File: src/rtl/lifo_arbiter_pkg.sv
// Shared types and constants for the LIFO arbiter slice: FSM encoding,
// operation codes, default geometry and a saturating counter helper.
package lifo_pkg;

  typedef enum logic [1:0] {
    IDLE = 2'd0,
    EXEC = 2'd1,
    RESP = 2'd2
  } state_e;

  localparam logic OP_PUSH = 1'b1;
  localparam logic OP_POP  = 1'b0;

  localparam int DEF_NUM_REQ  = 4;
  localparam int DEF_BITWIDTH = 5;
  localparam int DEF_DEPTH    = 4;

  function automatic logic [7:0] sat_inc8(input logic [7:0] v);
    return (v == 8'hFF) ? v : v + 8'd1;
  endfunction

endpackage

File: src/rtl/lifo_arbiter_if.sv
// Requester and stack-side signal bundle of the LIFO arbiter.
// slave = arbiter view, master = requesters plus attached stack.
interface lifo_arbiter_if
  import lifo_pkg::*;
#(
  parameter int NUM_REQ  = DEF_NUM_REQ,
  parameter int BITWIDTH = DEF_BITWIDTH
) ();

  logic [NUM_REQ-1:0]          req_valid;
  logic [NUM_REQ-1:0]          req_op;
  logic [NUM_REQ*BITWIDTH-1:0] req_data;
  logic [NUM_REQ-1:0]          req_ready;
  logic [NUM_REQ-1:0]          rsp_valid;
  logic                        rsp_err;
  logic [BITWIDTH-1:0]         rsp_data;
  logic                        lifo_wEn;
  logic                        lifo_rEn;
  logic [BITWIDTH-1:0]         lifo_dIn;
  logic                        lifo_full;
  logic                        lifo_empty;
  logic [BITWIDTH-1:0]         lifo_dOut;

  modport slave (
    input  req_valid, req_op, req_data, lifo_full, lifo_empty, lifo_dOut,
    output req_ready, rsp_valid, rsp_err, rsp_data, lifo_wEn, lifo_rEn, lifo_dIn
  );

  modport master (
    output req_valid, req_op, req_data, lifo_full, lifo_empty, lifo_dOut,
    input  req_ready, rsp_valid, rsp_err, rsp_data, lifo_wEn, lifo_rEn, lifo_dIn
  );

endinterface

File: src/rtl/lifo_arbiter_rr_arbiter.sv
// Combinational round-robin picker: the first requester at or above rr_ptr,
// wrapping past NUM_REQ-1 back to 0, wins.
module rr_arbiter #(
  parameter int  NUM_REQ = 4,
  localparam int PTR_W   = $clog2(NUM_REQ)
) (
  input  logic [NUM_REQ-1:0] req,
  input  logic [PTR_W-1:0]   rr_ptr,
  output logic [NUM_REQ-1:0] grant,
  output logic [PTR_W-1:0]   winner,
  output logic               any_grant
);

  // Scan in priority order; the wrap is explicit so non-power-of-two counts work.
  always_comb begin
    int               raw_v;
    logic [PTR_W-1:0] sel_v;
    logic             hit_v;
    grant     = '0;
    winner    = '0;
    any_grant = 1'b0;
    raw_v     = 0;
    sel_v     = '0;
    hit_v     = 1'b0;
    for (int i = 0; i < NUM_REQ; i++) begin
      raw_v         = int'(rr_ptr) + i;
      sel_v         = (raw_v >= NUM_REQ) ? PTR_W'(raw_v - NUM_REQ) : PTR_W'(raw_v);
      hit_v         = !any_grant && req[sel_v];
      grant[sel_v]  = grant[sel_v] | hit_v;
      winner        = hit_v ? sel_v : winner;
      any_grant     = any_grant | hit_v;
    end
  end

endmodule

File: src/rtl/lifo_arbiter.sv
// Round-robin arbiter sharing one LIFO stack between NUM_REQ requesters.
// Optional macro LIFO_ARBITER_STATS_EN adds saturating ovf_cnt/unf_cnt outputs.
module lifo_arbiter
  import lifo_pkg::*;
#(
  parameter int NUM_REQ  = DEF_NUM_REQ,
  parameter int BITWIDTH = DEF_BITWIDTH,
  parameter int DEPTH    = DEF_DEPTH
) (
  input logic           clk,
  input logic           rst,
  lifo_arbiter_if.slave bus
`ifdef LIFO_ARBITER_STATS_EN
  ,
  output logic [7:0]    ovf_cnt,
  output logic [7:0]    unf_cnt
`endif
);

  localparam int PTR_W = $clog2(NUM_REQ);

  if (NUM_REQ < 2 || NUM_REQ > 16 || DEPTH < 1) begin : g_cfg_check
    $error("lifo_arbiter: unsupported NUM_REQ/DEPTH configuration");
  end

  state_e               state_r;
  state_e               next_state_s;
  logic [PTR_W-1:0]     rr_ptr_r;
  logic [PTR_W-1:0]     next_ptr_s;
  logic [PTR_W-1:0]     winner_r;
  logic [PTR_W-1:0]     arb_winner_s;
  logic [NUM_REQ-1:0]   arb_grant_s;
  logic [NUM_REQ-1:0]   rsp_valid_r;
  logic                 arb_any_s;
  logic                 capture_s;
  logic                 grant_op_s;
  logic                 op_r;
  logic                 err_r;
  logic [BITWIDTH-1:0]  grant_data_s;
  logic [BITWIDTH-1:0]  data_r;
  logic [BITWIDTH-1:0]  rsp_data_r;
  logic                 in_exec_s;
  logic                 push_ok_s;
  logic                 pop_ok_s;
  logic                 exec_err_s;

  rr_arbiter #(.NUM_REQ(NUM_REQ)) u_rr_arbiter (
    .req       (bus.req_valid),
    .rr_ptr    (rr_ptr_r),
    .grant     (arb_grant_s),
    .winner    (arb_winner_s),
    .any_grant (arb_any_s)
  );

  // Winner's operands and the EXEC-cycle stack decision; rst suppresses strobes
  // so an operation caught by reset never touches the stack.
  always_comb begin
    grant_data_s = '0;
    for (int i = 0; i < NUM_REQ; i++) begin
      grant_data_s = (arb_winner_s == PTR_W'(i)) ? bus.req_data[i*BITWIDTH +: BITWIDTH]
                                                 : grant_data_s;
    end
    grant_op_s = bus.req_op[arb_winner_s];
    next_ptr_s = (arb_winner_s == PTR_W'(NUM_REQ - 1)) ? '0 : arb_winner_s + PTR_W'(1);
    capture_s  = (state_r == IDLE) && arb_any_s && !rst;
    in_exec_s  = (state_r == EXEC) && !rst;
    push_ok_s  = in_exec_s && (op_r == OP_PUSH) && !bus.lifo_full;
    pop_ok_s   = in_exec_s && (op_r == OP_POP) && !bus.lifo_empty;
    exec_err_s = in_exec_s && !push_ok_s && !pop_ok_s;
  end

  // Next-state logic and the zero-latency grant pulse.
  always_comb begin
    next_state_s  = state_r;
    bus.req_ready = '0;
    case (state_r)
      IDLE: begin
        if (capture_s) begin
          next_state_s  = EXEC;
          bus.req_ready = arb_grant_s;
        end else begin
          next_state_s  = IDLE;
        end
      end
      EXEC:    next_state_s = RESP;
      RESP:    next_state_s = IDLE;
      default: next_state_s = IDLE;
    endcase
  end

  // State, round-robin pointer and captured request.
  always_ff @(posedge clk) begin
    if (rst) begin
      state_r  <= IDLE;
      rr_ptr_r <= '0;
      winner_r <= '0;
      op_r     <= OP_POP;
      data_r   <= '0;
    end else begin
      state_r <= next_state_s;
      if (capture_s) begin
        winner_r <= arb_winner_s;
        op_r     <= grant_op_s;
        data_r   <= grant_data_s;
        rr_ptr_r <= next_ptr_s;
      end
    end
  end

  // Response registers: loaded at the end of EXEC so they are stable during RESP.
  always_ff @(posedge clk) begin
    if (rst) begin
      rsp_valid_r <= '0;
      err_r       <= 1'b0;
      rsp_data_r  <= '0;
    end else if (state_r == EXEC) begin
      rsp_valid_r <= {{(NUM_REQ-1){1'b0}}, 1'b1} << winner_r;
      err_r       <= exec_err_s;
      rsp_data_r  <= pop_ok_s ? bus.lifo_dOut : '0;
    end else begin
      rsp_valid_r <= '0;
    end
  end

  assign bus.lifo_wEn  = push_ok_s;
  assign bus.lifo_rEn  = pop_ok_s;
  assign bus.lifo_dIn  = push_ok_s ? data_r : '0;
  assign bus.rsp_valid = rsp_valid_r;
  assign bus.rsp_err   = err_r;
  assign bus.rsp_data  = rsp_data_r;

`ifdef LIFO_ARBITER_STATS_EN
  logic [7:0] ovf_r;
  logic [7:0] unf_r;

  // Saturating push-on-full / pop-on-empty counters.
  always_ff @(posedge clk) begin
    if (rst) begin
      ovf_r <= 8'd0;
      unf_r <= 8'd0;
    end else begin
      if (exec_err_s && (op_r == OP_PUSH)) begin
        ovf_r <= sat_inc8(ovf_r);
      end
      if (exec_err_s && (op_r == OP_POP)) begin
        unf_r <= sat_inc8(unf_r);
      end
    end
  end

  assign ovf_cnt = ovf_r;
  assign unf_cnt = unf_r;
`else
  // Default build carries no error statistics.
`endif

endmodule

File: src/flat_wrapper.sv
// flat-port wrapper written by rule: the top's interface ports become plain ports
module lifo_arbiter_flat import lifo_pkg::*;
#(
  parameter int NUM_REQ  = DEF_NUM_REQ,
  parameter int BITWIDTH = DEF_BITWIDTH,
  parameter int DEPTH    = DEF_DEPTH
)
  (clk, rst, bus_req_valid, bus_req_op, bus_req_data, bus_lifo_full, bus_lifo_empty, bus_lifo_dOut, bus_req_ready, bus_rsp_valid, bus_rsp_err, bus_rsp_data, bus_lifo_wEn, bus_lifo_rEn, bus_lifo_dIn);
  lifo_arbiter_if #(.NUM_REQ(NUM_REQ), .BITWIDTH(BITWIDTH)) bus_i ();
  input logic clk;
  input logic rst;
  input wire logic [$bits(bus_i.req_valid)-1:0] bus_req_valid;
  input wire logic [$bits(bus_i.req_op)-1:0] bus_req_op;
  input wire logic [$bits(bus_i.req_data)-1:0] bus_req_data;
  input wire logic [$bits(bus_i.lifo_full)-1:0] bus_lifo_full;
  input wire logic [$bits(bus_i.lifo_empty)-1:0] bus_lifo_empty;
  input wire logic [$bits(bus_i.lifo_dOut)-1:0] bus_lifo_dOut;
  output wire logic [$bits(bus_i.req_ready)-1:0] bus_req_ready;
  output wire logic [$bits(bus_i.rsp_valid)-1:0] bus_rsp_valid;
  output wire logic [$bits(bus_i.rsp_err)-1:0] bus_rsp_err;
  output wire logic [$bits(bus_i.rsp_data)-1:0] bus_rsp_data;
  output wire logic [$bits(bus_i.lifo_wEn)-1:0] bus_lifo_wEn;
  output wire logic [$bits(bus_i.lifo_rEn)-1:0] bus_lifo_rEn;
  output wire logic [$bits(bus_i.lifo_dIn)-1:0] bus_lifo_dIn;
  assign bus_i.req_valid = bus_req_valid;
  assign bus_i.req_op = bus_req_op;
  assign bus_i.req_data = bus_req_data;
  assign bus_i.lifo_full = bus_lifo_full;
  assign bus_i.lifo_empty = bus_lifo_empty;
  assign bus_i.lifo_dOut = bus_lifo_dOut;
  assign bus_req_ready = bus_i.req_ready;
  assign bus_rsp_valid = bus_i.rsp_valid;
  assign bus_rsp_err = bus_i.rsp_err;
  assign bus_rsp_data = bus_i.rsp_data;
  assign bus_lifo_wEn = bus_i.lifo_wEn;
  assign bus_lifo_rEn = bus_i.lifo_rEn;
  assign bus_lifo_dIn = bus_i.lifo_dIn;
  lifo_arbiter #(.NUM_REQ(NUM_REQ), .BITWIDTH(BITWIDTH), .DEPTH(DEPTH)) u_core (.clk(clk), .rst(rst), .bus(bus_i));
endmodule
File: config.mk
export PLATFORM = sky130hd
export DESIGN_NAME = lifo_arbiter_flat
export DESIGN_NICKNAME = d
export VERILOG_FILES = /design/src/rtl/lifo_arbiter_pkg.sv /design/src/rtl/lifo_arbiter_if.sv /design/src/rtl/lifo_arbiter_rr_arbiter.sv /design/src/rtl/lifo_arbiter.sv /design/src/flat_wrapper.sv
export SDC_FILE = /design/constraint.sdc
export NUM_CORES = 1
export LEC_CHECK = 0
export CAP_MARGIN = 20
export CORE_MARGIN = 1
export CORE_UTILIZATION = 40
export CTS_BUF_LIST = sky130_fd_sc_hd__clkbuf_16
export CTS_CLUSTER_DIAMETER = 120
export CTS_CLUSTER_SIZE = 30
export DETAILED_ROUTE_END_ITERATION = 16
export PLACE_DENSITY = 0.72
export RECOVER_POWER = 25
export SYNTH_ARGS = -nofsm -noshare
export SYNTH_HDL_FRONTEND = slang
export SYNTH_SLANG_ARGS = --single-unit
File: constraint.sdc
create_clock -name clk -period 10.8 [get_ports clk]
set_clock_uncertainty 0.2 [all_clocks]
set_input_delay 1.62 -clock clk [delete_from_list [all_inputs] [get_ports clk]]
set_output_delay 1.62 -clock clk [all_outputs]
set_load 0.05 [all_outputs]
==> flow_summary_export.csv <==
group,metric,value,unit
drt,viasPerCell,5.487,
place,gp_congestion,0.8676,
sta,slew_headroom,33.48,%
grt,antenna_found_initial,0,
setup_path,cp-start-kind,"primary input",
sta,finalSetupViolations,0,
clocking,cts_sinks,22,
grt,use_met2,30.96,%
final_layout,stdcell_area,2365,sq um
drt,wire_per_inst,13.48,microns
synthesis,syn_nets,268,
outcome,status,"finished, final reports clean",
clocking,cts_root_buf,"clkbuf_16",
sta,min_period_over_period,62.16,%
place,io_buffers,57,
clocking,cts_tree,"yes",
sta,setup_ws,4.087,ns
grt,grt_util_all_layers,17.90,%
synthesis,synth_top_area_share,24.29,%
drt,dr.first_iter.drc_count,110,
sta,finalHoldViolCount,0,
setup_path,worstPathMaxFanout,13,
sta,drv_slew,0,
clocking,clock_path_buffers,2,
setup_path,slowest_stage,"clkdlybuf4s50_1",
synthesis,post_synth.cell_area_avg,8.130,sq um
final_layout,num-fill-cells,401,
power,power,344.5,uW
floorplan,die_area,4806,sq um
grt,grt_pass1_vias,1666,
setup_path,cpPeakStageDelay,0.82,ns
setup_path,critPathKind,"primary input to output pin",
power,ir_worst_vdd,0.09945,mV
setup_path,critical_path_required,8.98,ns
setup_path,endpoint_kind,"output pin",
setup_path,cpLargestDelayFamily,"buffers and inverters",
sta,grt_setup_unrepaired,"false",
grt,grt_pass1_wl,7251,microns
floorplan,io_pins,58,
final_layout,final_util,54.31,%
sta,tightestPinTransition,0.9978,ns
drt,routed_wl,4287,microns
final_layout,area_growth,30.43,%
final_layout,final_nets,313,
grt,grt_max_degree,26,
place,placed_cells,315,
floorplan,coreArea,4354,sq um
synthesis,yosys_warnings,0,
drt,drt-pass1-iter-count,4,
setup_path,timing.critical_path.mode_cell,"clkdlybuf4s50_1",
grt,met1_usage,23.44,%
grt,use_met3,3.198,%
sta,fin_crit,6.713,ns
clocking,clkTransAtPathRegs,0.05,ns
drt,drc,0,
synthesis,synthCells,223,
flow_run,maxCapViolCount,0,
floorplan,rows,24,
synthesis,synth_cell_types,48,
synthesis,ys_ff_latch,22,
floorplan,die_y,69.33,microns
power,p_per_area,145.7,nW/um^2
drt,dr_total_vias,1745,
setup_path,cp.arrival,4.89,ns
clocking,cts_resized,0,
place,dp_slack,4.098,ns
synthesis,synth_area_leaders,"dfxtp_1 24%, clkbuf_8 6.1%, nor2_1 6.0%",
clocking,cts_buffers,3,
place,place_hpwl,3238,microns
floorplan,dieWidth,69.33,microns
synthesis,yosys.area.top_type,"dfxtp_1",
drt,ant_nets,0,
sta,holdWs,0.2714,ns
place,placed_area,2290,sq um
floorplan,initial_core_util,41.64,%
grt,grt_busiest_layer,"met2",
final_layout,drive_gt1_share,7.143,%
power,p_leak,0.8724,nW
synthesis,netlist_area,1813,sq um
setup_path,cp_cell_sequence,"clkdlybuf4s50_1, mux4_2, mux2i_4, o221ai_2, o21ai_2, a21oi_1, o211ai_2, o22ai_1, clkdlybuf4s50_1",
final_layout,stdcell_count,318,
setup_path,cp_num_buf_inv,2,
grt,grt-ovfl-total,0,
synthesis,ys_seq_area_share,24.29,%
worst_hold_path,hp-class,"flip-flop to flip-flop",
final_layout,num_antenna_cells,0,
sta,fmaxAchievable,0.1490,GHz
clocking,clock_latency,0.25,ns
clocking,cts_hold_buf,0,
clocking,cts_setup_buffers,0,
clocking,h-tree-depth,1,
sta,fin_setup_tns,0,ns
final timing paths:
kind / startpoint / end / slack, ns / cells past startpoint
max: bus_req_valid[3] / bus_req_ready[0] / 4.09 / 9
min: u_core.winner_r[0]$_SDFFE_PP0P_ / u_core.bus.rsp_valid[2]$_SDFF_PP0_ / 0.27 / 1
max reg2reg: u_core.rr_ptr_r[0]$_SDFFE_PP0P_ / u_core.data_r[2]$_SDFFE_PP0P_ / 6.29 / 13
min reg2reg: u_core.winner_r[0]$_SDFFE_PP0P_ / u_core.bus.rsp_valid[2]$_SDFF_PP0_ / 0.27 / 1
layer usage:
| layer | vias up | part of all wire, % |
|---|---|---|
| met5 | - | 0 |
| met4 | 0 | 0.68 |
| met3 | 4 | 5.5 |
| met2 | 55 | 48 |
| met1 | 793 | 46 |
| li1 | 893 | - |
final cells by class:
class	instances	area, sq um	share of cell area [%]
flip-flops and latches	22	440.4	18.62
inverters	13	48.80	2.063
repair buffers	58	578.1	24.44
clock buffers	3	75.07	3.175
well taps	52	65.06	2.751
multi-input cells	170	1157	48.94
logic make-up after synthesis:
logic type	after synthesis	share of synthesized area (%)
flops	22	24.29
simple gates	83	21.60
fa+ha+maj	8	5.521
buf+inv	31	11.87
compound gates	67	26.16
mux	12	10.56
sequential cells by signal, summed over array words and instances, names as in the netlist:
name,count
u_core.winner_r,2
u_core.data_r,5
u_core.bus.rsp_err,1
u_core.op_r,1
u_core.bus.rsp_valid,4
u_core.rr_ptr_r,2
u_core.state_r,2
u_core.bus.rsp_data,5
synth_stat cells, drive strengths merged:
library cell / n
and4b: 1
ha: 8
a311o: 1
nand4: 1
or3b: 1
o211ai: 7
and2b: 1
o2111ai: 3
a222oi: 1
o21ai: 15
mux2: 2
o41ai: 1
a31oi: 2
and2: 5
nor2b: 1
mux4: 4
dfxtp: 22
mux2i: 6
o21bai: 2
a21oi: 11
and3: 1
inv: 13
o221ai: 2
clkbuf: 14
or2: 1
a211oi: 4
nand3: 1
nand2: 25
nor3b: 3
nor3: 6
nor2: 29
a21boi: 1
nand2b: 6
buf: 4
a22oi: 10
o22ai: 4
a311oi: 3
and3b: 1
power breakdown:
group | total (mW) | switching, mW | leakage, nW | internal [mW]
Sequential | 0.0969 | 0.00862 | 0.180 | 0.0883
Combinational | 0.173 | 0.0998 | 0.655 | 0.0729
Clock | 0.0749 | 0.0261 | 0.0370 | 0.0488
Total | 0.345 | 0.135 | 0.872 | 0.210
cells in the final DEF (no fill, tap or decap), drive strengths merged, types with 5 or more instances in the layout:
master         instances
dlygate4sd3            5
ha                     8
inv                   13
a22oi                 10
nor2                  29
and2                   5
a21oi                 11
clkdlybuf4s50         52
nor3                   6
dfxtp                 22
mux2i                  6
o21ai                 15
o211ai                 7
nand2b                 6
nand2                 25
Power figures use the tool's default switching activity.
